===== src/rtl/board_mem_io_bridge.sv =====
// board_mem_io_bridge
//   Board-side bridge between the CPU load/store port and on-board resources.
//   Each CPU access is decoded to synchronous block RAM (with RAM_WAIT extra
//   access cycles), one of GPIO_CH 16-bit GPIO channels, or a bus error.
//   Every accepted access finishes with a single-cycle cpu_ready pulse.
//
// Ports
//   clk, rst            clock; asynchronous active-low reset
//   cpu_addr/cpu_wdata  byte address and store data (latched at access start)
//   cpu_we/cpu_re       store/load strobes, held until cpu_ready
//   cpu_rdata           load data, valid while cpu_ready=1 (zero-extended)
//   cpu_ready           one-cycle completion pulse
//   ram_en/ram_we       RAM strobes, asserted for the whole ACCESS phase
//   ram_addr/ram_wdata  RAM word address and write data
//   ram_rdata           RAM read data, valid the cycle after an enabled edge
//   gpio_in             asynchronous board inputs (2-flop synchronised)
//   gpio_out            registered board outputs
//   bus_err/err_clear   sticky access-error flag and its clear

module board_mem_io_bridge #(
  parameter int          XLEN     = 32,
  parameter int          MEM_AW   = 12,
  parameter int          RAM_WAIT = 1,
  parameter int          GPIO_CH  = 2,
  parameter logic [31:0] IO_BASE  = 32'hFFFF_0000
) (
  input  logic                  clk,
  input  logic                  rst,
  input  logic [XLEN-1:0]       cpu_addr,
  input  logic [XLEN-1:0]       cpu_wdata,
  input  logic                  cpu_we,
  input  logic                  cpu_re,
  output logic [XLEN-1:0]       cpu_rdata,
  output logic                  cpu_ready,
  output logic                  ram_en,
  output logic                  ram_we,
  output logic [MEM_AW-1:0]     ram_addr,
  output logic [XLEN-1:0]       ram_wdata,
  input  logic [XLEN-1:0]       ram_rdata,
  input  logic [16*GPIO_CH-1:0] gpio_in,
  output logic [16*GPIO_CH-1:0] gpio_out,
  output logic                  bus_err,
  input  logic                  err_clear
);

  localparam int              GW        = 16 * GPIO_CH;
  localparam int              KW        = $clog2(2 * GPIO_CH);
  localparam logic [XLEN-1:0] IO_BASE_X = XLEN'(IO_BASE);
  localparam logic [XLEN-1:0] RAM_LIMIT = XLEN'(64'd1 << (MEM_AW + 2));
  localparam logic [XLEN-1:0] IO_SPAN   = XLEN'(8 * GPIO_CH);
  localparam logic [2:0]      WAIT_INIT = 3'(RAM_WAIT);

  typedef enum logic [2:0] {
    S_IDLE,
    S_ACCESS,
    S_CAPTURE,
    S_IO,
    S_DONE
  } state_t;

  state_t state_q, state_d;

  logic              op_we_q;
  logic [MEM_AW-1:0] word_q;
  logic [XLEN-1:0]   wdata_q;
  logic [KW-1:0]     k_q;
  logic [2:0]        wait_q;
  logic [XLEN-1:0]   rdata_q;
  logic              bus_err_q;
  logic [GW-1:0]     gpio_out_q;
  logic [GW-1:0]     gpio_sync1;
  logic [GW-1:0]     gpio_sync2;
  logic [15:0]       gpio_rd;

  logic [XLEN-1:0] io_off;
  logic [KW-1:0]   io_k;
  logic            ram_hit;
  logic            io_hit;
  logic            io_ro;
  logic            dec_err;
  logic            start;

  // Address decode on the live bus; only used in the start cycle, after which
  // the latched copies drive everything. Upper address bits take part in both
  // window compares, so aliases above the RAM window fall through to error.
  assign io_off  = cpu_addr - IO_BASE_X;
  assign ram_hit = cpu_addr < RAM_LIMIT;
  assign io_hit  = (cpu_addr >= IO_BASE_X) && (io_off < IO_SPAN);
  assign io_k    = io_off[KW+1:2];
  assign io_ro   = io_k >= KW'(GPIO_CH);
  assign dec_err = (cpu_we & cpu_re) | (cpu_addr[1:0] != 2'b00) |
                   ~(ram_hit | io_hit) | (cpu_we & io_hit & io_ro);
  assign start   = (state_q == S_IDLE) & (cpu_we | cpu_re);

  assign cpu_rdata = rdata_q;
  assign ram_addr  = word_q;
  assign ram_wdata = wdata_q;
  assign gpio_out  = gpio_out_q;
  assign bus_err   = bus_err_q;

  // State register.
  always_ff @(posedge clk or negedge rst) begin
    if (!rst) begin
      state_q <= S_IDLE;
    end else begin
      state_q <= state_d;
    end
  end

  // Next state and strobes. Errors skip straight to DONE so they never touch
  // RAM or GPIO; DONE ignores strobes so a held strobe is only seen again in
  // the following IDLE cycle.
  always_comb begin
    state_d   = state_q;
    ram_en    = 1'b0;
    ram_we    = 1'b0;
    cpu_ready = 1'b0;
    case (state_q)
      S_IDLE: begin
        if (cpu_we | cpu_re) begin
          if (dec_err) begin
            state_d = S_DONE;
          end else if (ram_hit) begin
            state_d = S_ACCESS;
          end else begin
            state_d = S_IO;
          end
        end
      end
      S_ACCESS: begin
        ram_en = 1'b1;
        ram_we = op_we_q;
        if (wait_q == 3'd0) begin
          state_d = S_CAPTURE;
        end
      end
      S_CAPTURE: state_d = S_DONE;
      S_IO:      state_d = S_DONE;
      S_DONE: begin
        cpu_ready = 1'b1;
        state_d   = S_IDLE;
      end
      default: state_d = S_IDLE;
    endcase
  end

  // Word-offset mux over output channels (read-back) followed by the
  // synchronised input channels.
  always_comb begin
    gpio_rd = '0;
    for (int c = 0; c < GPIO_CH; c++) begin
      if (k_q == KW'(c)) begin
        gpio_rd = gpio_out_q[c*16 +: 16];
      end
      if (k_q == KW'(c + GPIO_CH)) begin
        gpio_rd = gpio_sync2[c*16 +: 16];
      end
    end
  end

  // Access datapath: latch the request at start, count RAM wait states,
  // capture RAM data or perform the GPIO read/write.
  always_ff @(posedge clk or negedge rst) begin
    if (!rst) begin
      op_we_q    <= 1'b0;
      word_q     <= '0;
      wdata_q    <= '0;
      k_q        <= '0;
      wait_q     <= '0;
      rdata_q    <= '0;
      gpio_out_q <= '0;
    end else begin
      if (start) begin
        op_we_q <= cpu_we;
        word_q  <= cpu_addr[MEM_AW+1:2];
        wdata_q <= cpu_wdata;
        k_q     <= io_k;
        wait_q  <= WAIT_INIT;
        if (dec_err) begin
          rdata_q <= '0;
        end
      end
      case (state_q)
        S_ACCESS: begin
          if (wait_q != 3'd0) begin
            wait_q <= wait_q - 3'd1;
          end
        end
        S_CAPTURE: rdata_q <= op_we_q ? '0 : ram_rdata;
        S_IO: begin
          if (op_we_q) begin
            rdata_q <= '0;
            for (int c = 0; c < GPIO_CH; c++) begin
              if (k_q == KW'(c)) begin
                gpio_out_q[c*16 +: 16] <= wdata_q[15:0];
              end
            end
          end else begin
            rdata_q <= XLEN'(gpio_rd);
          end
        end
        default: ;
      endcase
    end
  end

  // Two-flop synchroniser for the asynchronous board inputs.
  always_ff @(posedge clk or negedge rst) begin
    if (!rst) begin
      gpio_sync1 <= '0;
      gpio_sync2 <= '0;
    end else begin
      gpio_sync1 <= gpio_in;
      gpio_sync2 <= gpio_sync1;
    end
  end

  // Sticky error flag; a new error beats a simultaneous clear.
  always_ff @(posedge clk or negedge rst) begin
    if (!rst) begin
      bus_err_q <= 1'b0;
    end else if (start && dec_err) begin
      bus_err_q <= 1'b1;
    end else if (err_clear) begin
      bus_err_q <= 1'b0;
    end
  end

endmodule


===== config.mk =====
export PLATFORM = sky130hd
export DESIGN_NAME = board_mem_io_bridge
export DESIGN_NICKNAME = d
export VERILOG_FILES = /design/src/rtl/board_mem_io_bridge.sv
export SDC_FILE = /design/constraint.sdc
export NUM_CORES = 1
export LEC_CHECK = 0
export CAP_MARGIN = 0
export CORE_MARGIN = 4
export CORE_UTILIZATION = 44
export DETAILED_ROUTE_END_ITERATION = 7
export HOLD_SLACK_MARGIN = 0.12
export PLACE_DENSITY = 0.86
export SLEW_MARGIN = 10
export SYNTH_ARGS = -nofsm -noshare
export SYNTH_HDL_FRONTEND = slang
export SYNTH_SLANG_ARGS = --single-unit

===== constraint.sdc =====
create_clock -name clk -period 2.08 [get_ports clk]
set_input_delay 0.416 -clock clk [delete_from_list [all_inputs] [get_ports clk]]
set_output_delay 0.416 -clock clk [all_outputs]
set_load 0.01 [all_outputs]

# [After elaboration in Yosys (flattened, before gate mapping)]
# Cells that the tools add are included.
[word_totals] reg_bits=182 elab_cells=74
[classes] n_addsub=2 magnitude_cmp=4 eq_ne=9 mux=22 n_bitwise=10 n_reduce_logical=15
[ops] op="two-way mux 32 bit" count=3
[ops] op="two-way mux 16 bit" count=5
[ops] op="one-hot mux 32 bit (2 select lines)" count=1
[ops] op=">= comparator 32 bit (second input constant)" count=1
[ops] op="< comparator 32 x 15 -> 1 bit (second input constant)" count=1
[ops] op="< comparator 32 x 5 -> 1 bit (second input constant)" count=1
[ops] op="subtractor 32 bit (second input constant)" count=1
[ops] op="two-way mux 3 bit" count=6
[ops] op="one-hot mux 3 bit (3 select lines)" count=1
[ops] op="nonzero test 3 bit" count=3
[ops] op="equality test 3 x 2 -> 1 bit (second input constant)" count=2
[ops] op="logical NOT 3 bit" count=2
[ops] op="AND reduction 3 bit" count=2
[ops] op="two-way mux 1 bit" count=5
[ops] op="bitwise OR 1 bit" count=5
[ops] op="AND 1 bit" count=4
[ops] op="equality test 2 bit (second input constant)" count=2
[ops] op="AND reduction 2 bit" count=2
[ops] op="nonzero test 2 bit" count=2
[ops] op="equality test 3 x 1 -> 1 bit (second input constant)" count=1
[ops] op="equality test 3 bit (second input constant)" count=1
[ops] op="subtractor 3 x 1 -> 3 bit (second input constant)" count=1
[ops] op="equality test 2 x 1 -> 1 bit (second input constant)" count=1
[ops] op=">= comparator 2 bit (second input constant)" count=1
[ops] op="other kinds (7)" count=8

# [Longest topological paths before layout]
# Gate-level depths: netlist (run 1).
[logic_depth] ltp_word=10 mapped_depth=7 mapped_depth_nobuf=5

# [Worst setup path after synthesis (run 1)]
# No wires, ideal clock.
[synth_path] path_kind="reg-to-reg" from="register, netlist name ram_addr[1]" to="register rdata_q[10] (netlist: cpu_rdata[10])" setup_time_ns=0.134 arrival_ns=1.751 required_ns=1.946 setup_slack_ns=0.196 stages_incl_launch_ff=6 path_buffers=2 synth_period_minus_slack_ns=1.884 cell_sequence="dfrtp_1 -> buf_2 -> buf_2 -> mux4_2 -> a22oi_1 -> o211ai_2"
[synth_lines] item="to (signal assigned)" line="189" text="S_CAPTURE: rdata_q <= op_we_q ? '0 : ram_rdata;"
[synth_lines] item="to (signal assigned)" line="199" text="rdata_q <= XLEN'(gpio_rd);"
[synth_lines] item="to (decl)" line="68" text="logic [XLEN-1:0] rdata_q;"

# [Worst setup path in the final report (run 1)]
[layout_path] from="register state_q[2]" to="register rdata_q[1] (netlist: cpu_rdata[1])"
[layout_via] elab_chain_cells=4 word_cells_on_any_way=8 classes_between="eq/ne (2); mux (1); bitwise (1); reduce/logical (4)"
[layout_lines] item="from (decl)" line="61" text="state_t state_q, state_d;"
[layout_lines] item="from (signal assigned)" line="106" text="state_q <= state_d;"
[layout_lines] item="logical NOT 3 bit" line="93" text="assign start = (state_q == S_IDLE) & (cpu_we | cpu_re);"
[layout_lines] item="AND 1 bit" line="93"
[layout_lines] item="nonzero test 3 bit (no source line)"
[layout_lines] item="AND reduction 2 bit (no source line)"
# Parallel ways exist; a longest one is shown, timed or not.
# A chain may end at the register's enable or synchronous reset.

==> impl_metrics.py, run 1 <==
metrics = {
    "outcome": {
        "status": "completed",
    },
    "critical_path": {
        "arrival_ps": 2300,
        "crit_path_max_incr_delay_ps": 650,
        "cpMaxStageDelayCell": "nor3b_4",
        "r2r_setup_slack_ps": 120,
        "startpoint_type": "register",
        "required_ps": 2420,
        "cp-end-kind": "register",
        "critPathTopFamily": "simple AND/OR/NAND/NOR gates",
        "critPathMaxFanout": 16,
        "crit_chain": "buf_4 -> nand2b_2 -> nor3b_4 -> a22oi_1 -> o211ai_1",
        "worst-path-buf-inv": 1,
        "path_class": "reg -> reg",
    },
    "drt": {
        "drtPass1Iterations": 4,
        "first_iter_violations": 219,
        "drc": 0,
        "wl_per_cell_um": 18.6,
        "vias_per_cell": 5.16,
        "routed_wl_um": 19800,
        "via_count": 5482,
        "ant_nets": 0,
    },
    "placement": {
        "place.gp.congestion": 0.780,
        "dpl.cell_count": 1024,
        "placed_cell_area_sq_mm": 0.0101,
        "dp_hpwl_um": 14200,
        "io_buffer_count": 244,
    },
    "pwr": {
        "p_int_mw": 6.16,
        "seqPwrFrac_pct": 46.0,
        "swShare_pct": 26.7,
        "power_switching_mw": 2.25,
        "power_density_mw_per_mm2": 784,
        "combPwrFrac_pct": 15.4,
        "clkPwrFrac_pct": 38.6,
        "p_total_mw": 8.41,
        "p_leak_nw": 4.82,
        "irDropWorstVdd_uv": 704,
    },
    "synthesis": {
        "synth_top_flop_cell": "dfrtp_1",
        "netlist_top_cells_area": "dfrtp_1, nand2_1, mux2_2",
        "yosysWarnings": 0,
        "synthSimpleGateAreaFrac_pct": 14.3,
        "synth_top_area_share_pct": 63.0,
        "synthAdderAreaFrac_pct": 0.350,
        "synth_cell_types": 43,
        "synthMuxAreaShare_pct": 10.4,
        "synth_area_leader_cell": "dfrtp_1",
        "syn_area_sq_mm": 0.00715,
        "synth_top_family_by_area": "simple AND/OR/NAND/NOR gates",
        "syn_nets": 701,
        "synth.most_common_cell": "dfrtp_1",
        "seq_area_frac_synth_pct": 63.0,
        "synth_xor_area_share_pct": 0,
        "syn_inst": 566,
        "synth_async_sr_flop_share_pct": 100,
        "synth-edff-count": 0,
        "synth_compound_area_share_pct": 9.33,
        "ys_seq_elements": 180,
        "ys_top_cells_by_count": "dfrtp_1, nand2_1, a22oi_1, mux2_2, clkbuf_1",
        "syn_avg_cell_area_sq_um": 12.6,
    },
    "cells_and_area": {
        "antenna_cells": 0,
        "area_delta_synth_final_pct": 50.1,
        "fillers": 1155,
        "design_area_sq_mm": 0.0107,
        "fin_cells": 1063,
        "drive_above_1_share_pct": 19.2,
        "multi_input_area_sq_mm": 0.00249,
        "area.sequential_sq_mm": 0.00450,
        "nNetsFinal": 969,
    },
    "die": {
        "die_height_um": 135,
        "rows": 46,
        "core_area_sq_mm": 0.0159,
        "initial_core_util_pct": 45.0,
        "dieArea_sq_mm": 0.0183,
        "die_x_um": 135,
        "boundaryPins": 245,
    },
    "clocking": {
        "cts.path.max_buffers": 2,
        "clk_latency_ps": 430,
        "cts_tree": "built",
        "path_clk_slew_ps": 70,
        "h-tree-depth": 4,
        "cts.sink_count": 180,
        "root_buffer": "clkbuf_16",
        "cts_made_buffers": 17,
    },
    "sta": {
        "rsz0062_at_grt": "no",
        "slew_headroom_pct": 53.7,
        "finalCritPeriodShare_pct": 94.3,
        "hold_viol": 0,
        "drv_slew": 0,
        "fin_crit_ps": 1960,
        "setup_viol": 0,
        "fmax_mhz": 510,
        "skew_ps": 9.35,
        "worstMarginPinSlew_ps": 693,
        "whs_ps": 350,
    },
    "global_route": {
        "grt_max_degree": 59,
        "grt_pass1_vias": 5658,
        "grt_antenna_before_repair": 0,
        "grt_pass1_wl_um": 30900,
        "track_usage_pct": 22.0,
        "grt-ovfl-total": 0,
    },
    "min_path": {
        "hold_path_class": "reg -> reg",
    },
    "run": {
        "cap_violations": 0,
    },
}
==> kinds of logic after synthesis <==
family / Yosys count
simple gates: 215
flops: 180
compound gates: 79
mux: 50
buf+inv: 40
fa+ha+maj: 2
==> power groups by stage <==
stage                     registers, mW  logic [mW]  clock network [mW]
after floorplan                    3.97       0.399                   0
after global placement             3.92        1.27                   0
after detailed placement           3.93        1.30                   0
after CTS                          3.87        1.31                3.31
after global routing               3.90        1.40                3.45
final                              3.87        1.30                3.25
==> per-layer routing <==
metal  global-route usage (%)  share of wire (%)  vias up
met3                     6.05                6.3       39
met1                     27.3                 40     2740
met5                        0                  0        -
li1                         -                  -     2523
met4                     7.61                2.9        0
met2                     37.3                 51      180
==> through the flow <==
step | worst slack, ps | TNS, ps | utilization (%)
floorplan | 196 | 0 | -
global route | 12.8 | 0 | 67.5
global placement | -244 | -7720 | 63.3
finish | 119 | 0 | 67.5
CTS | 30.2 | 0 | 67.5
detailed placement | -329 | -9820 | 63.3
==> sequential cells by signal, summed over array words and instances, names as in the netlist <==
name / flops
state_q: 3
gpio_sync2: 32
gpio_out: 32
ram_wdata: 32
gpio_sync1: 32
op_we_q: 1
wait_q: 3
ram_addr: 12
cpu_rdata: 32
bus_err: 1
==> path summary, 6_finish.rpt <==
check	startpoint	end	cells after the start
worst max-delay path	state_q[2]	cpu_rdata[1]	5
worst min-delay path	gpio_sync1[25]	gpio_sync2[25]	0
worst max register to register	state_q[2]	cpu_rdata[1]	5
worst min register to register	gpio_sync1[25]	gpio_sync2[25]	0
max in group asynchronous	rst	cpu_rdata[30]	3
min in group asynchronous	rst	cpu_rdata[27]	2
==> timing repair <==
action / in CTS / in global routing
endpoints found under the hold margin: 51 / 0
setup endpoints to repair: 4 / 2
buffers inserted: 5 / 1
resized for setup: 5 / 3
hold buffers: 1 / 0
pin swaps: 1 / 1
==> layout make-up <==
class                      instances  area share (%)
clock inverter                    15            1.70
multi-input combinational        346            23.3
tap                              216            2.52
inverter                           5           0.175
sequential                       180            42.0
timing repair buffer             284            26.4
clock buffer                      17            3.97
==> layout by cell type (no fill, tap or decap), drive strengths merged, types with 2 or more instances in the layout <==
| master | synthesis | final |
|---|---|---|
| clkdlybuf4s50 | 0 | 239 |
| dfrtp | 180 | 180 |
| nand2 | 152 | 152 |
| buf | 12 | 39 |
| mux2 | 32 | 32 |
| a22oi | 32 | 32 |
| a21oi | 20 | 20 |
| nand4 | 19 | 19 |
| clkbuf | 23 | 19 |
| and2 | 17 | 17 |
| mux4 | 16 | 16 |
| o211ai | 16 | 16 |
| inv | 5 | 13 |
| nor4 | 5 | 5 |
| clkinv | 0 | 5 |
| nor3 | 4 | 4 |
| or4 | 4 | 4 |
| nand2b | 3 | 3 |
| nor3b | 3 | 3 |
| nor2 | 2 | 2 |
| a22o | 2 | 2 |
| mux2i | 2 | 2 |
| and3 | 2 | 2 |
| ha | 2 | 2 |
| dlygate4sd2 | 0 | 2 |
| o21ai | 2 | 2 |
| nand3 | 2 | 2 |
(Power assumes the default switching activity.)
==> run 2: changes to the inputs <==
- GPL_TIMING_DRIVEN: not set -> 1
- SLEW_MARGIN: 10 -> 20
==> results of run 2 <==
Same layout as run 1: the final DEF is identical, and so are final timing and power.
==> run 3: changes to the inputs <==
- CORE_UTILIZATION: 44 -> 34
- PLACE_DENSITY: 0.86 -> 0.71
==> run 3 against run 2 <==
Core utilization fell by 15 points. Worst setup slack improved by 45 ps. Sequential share of layout area fell by 0.089 points. Clock-buffer cell count did not move. Via count fell by 4.6%. Largest cell class unchanged. Clock skew fell by 1.1 ps. Die area rose by 28%. Global-route usage fell by 4.8 points. Total power fell by 1.7%. Register-to-register slack improved by 280 ps. Highest routed layer unchanged.
==> impl_metrics.py, run 3 (synthesis results as in run 1) <==
metrics = {
    "run": {
        "cap_violations": 0,
    },
    "global_route": {
        "track_usage_pct": 17.2,
        "grt_pass1_vias": 5619,
        "grt_antenna_before_repair": 1,
        "grt_max_degree": 56,
        "grt-ovfl-total": 0,
        "grt_pass1_wl_um": 31500,
    },
    "outcome": {
        "status": "completed",
    },
    "critical_path": {
        "crit_path_max_incr_delay_ps": 460,
        "crit_chain": "nor3b_2 -> and2_1 -> dlygate4sd2_1",
        "worst-path-buf-inv": 1,
        "startpoint_type": "register",
        "reg2reg_depth": 5,
        "cp-end-kind": "primary output",
        "cpMaxStageDelayCell": "dfrtp_2",
        "required_ps": 1660,
        "r2r_setup_slack_ps": 400,
        "path_class": "reg -> out",
        "critPathTopFamily": "flip-flops",
        "arrival_ps": 1500,
        "critPathMaxFanout": 7,
        "r2r-end": "gpio_out[27]",
        "r2r-start": "state_q[2]",
    },
    "die": {
        "die_height_um": 153,
        "die_x_um": 153,
        "dieArea_sq_mm": 0.0234,
        "boundaryPins": 245,
        "rows": 52,
        "initial_core_util_pct": 35.0,
        "core_area_sq_mm": 0.0204,
    },
    "min_path": {
        "holdPathStages": 0,
        "min_from": "gpio_sync1[20]",
        "holdPathEnd": "gpio_sync2[20]",
        "hold_path_class": "reg -> reg",
    },
    "placement": {
        "dpl_worst_slack_ps": -267,
        "place.gp.congestion": 0.835,
        "dp_hpwl_um": 14800,
        "io_buffer_count": 244,
        "placed_cell_area_sq_mm": 0.0102,
    },
    "sta": {
        "skew_ps": 8.22,
        "slew_headroom_pct": 77.1,
        "fin_crit_ps": 1920,
        "worstMarginPinSlew_ps": 344,
        "drv_slew": 0,
        "fmax_mhz": 522,
        "layout_setup_ws_ps": 164,
        "finalCritPeriodShare_pct": 92.1,
        "hold_viol": 0,
        "setup_viol": 0,
        "rsz0062_at_grt": "no",
    },
    "drt": {
        "via_count": 5229,
        "first_iter_violations": 344,
        "ant_nets": 0,
        "drtPass1Iterations": 4,
        "wl_per_cell_um": 17.9,
        "drc": 0,
        "vias_per_cell": 4.69,
        "routed_wl_um": 20000,
    },
    "pwr": {
        "power_density_mw_per_mm2": 769,
        "p_leak_nw": 4.78,
        "irDropWorstVdd_uv": 543,
    },
    "clocking": {
        "clk_latency_ps": 420,
        "cts_tree": "built",
        "cts_made_buffers": 17,
        "cts.sink_count": 180,
        "h-tree-depth": 4,
        "cts_setup_buffers": 0,
        "path_clk_slew_ps": 70,
        "root_buffer": "clkbuf_16",
        "cts.path.max_buffers": 2,
    },
    "cells_and_area": {
        "area_delta_synth_final_pct": 50.5,
        "layout_common_cells": "clkdlybuf4s50_1, dfrtp_1, nand2_1",
        "final_common_cell": "clkdlybuf4s50_1",
        "design_area_sq_mm": 0.0108,
        "drive_above_1_share_pct": 19.2,
        "nNetsFinal": 967,
        "fillers": 1785,
    },
}
==> run 3: changes by cell type in the layout (fill, tap and decap cells not counted), moves of 2 or more <==
cell / delta
clkinvlp_4: +3
dfrtp_1: -2
buf_4: -2
dfrtp_2: +2
==> run 3: worst reg2reg max path, cell delays in order (launching register included) <==
cell	delay [ps]
dfrtp_1	440
nand2b_2	260
nor3_2	250
nand2_1	80
buf_4	220
mux2_2	310
==> run 3: routing by layer <==
layer / vias to the layer above / track usage, % / share of wire [%]
li1: 2518 / - / -
met1: 2502 / 21.4 / 43
met2: 176 / 28.7 / 48
met3: 33 / 5.09 / 6.2
met4: 0 / 5.98 / 2.5
met5: - / 0 / 0
==> run 3: layout make-up <==
type                       count  area [sq um]  area share [%]
multi-input combinational    346          2490            23.1
inverter                       5          18.8           0.174
antenna                        1          2.50          0.0233
clock inverter                15           156            1.45
tap                          270           338            3.14
sequential                   180          4510            41.9
timing repair buffer         282          2820            26.2
clock buffer                  17           425            3.95
==> run 3: what timing repair did <==
action | 4_1_cts | 5_1_grt
gates cloned | 0 | 0
setup endpoints to repair | 3 | 1
endpoints found under the hold margin | 35 | 0
hold buffers | 1 | 0
resized for setup | 6 | 1
==> run 3: worst max path at each step <==
stage	start	endpoint	slack [ps]	cells after the start
2_1_floorplan	ram_addr[1]	cpu_rdata[10]	200	5
3_3_place_gp	cpu_addr[18]	cpu_rdata[12]	-230	6
3_5_place_dp	cpu_addr[18]	cpu_rdata[9]	-270	6
4_1_cts	ram_addr[1]	ram_addr[1]	30	2
5_1_grt	cpu_addr[27]	cpu_rdata[1]	90	6
6_report	state_q[0]	ram_we	160	3
==> run 3: metrics by stage <==
stage / util, % / cells / hold WS [ps] / setup TNS [ps] / power, mW
final: 52.7 / 1116 / 349 / 0 / 8.27
after global routing: 52.7 / 1116 / 353 / 0 / 8.67
after CTS: 52.6 / 1115 / 350 / 0 / 8.39
after detailed placement: 49.7 / 1082 / 335 / -7950 / 5.25
after global placement: 49.7 / 1082 / 332 / -7140 / 5.22
after floorplan: - / 566 / 120 / 0 / 4.37
==> run 3: where the power goes <==
group          switching, mW  internal (mW)
clock network           1.51           1.61
registers              0.136           3.72
logic                  0.588          0.714
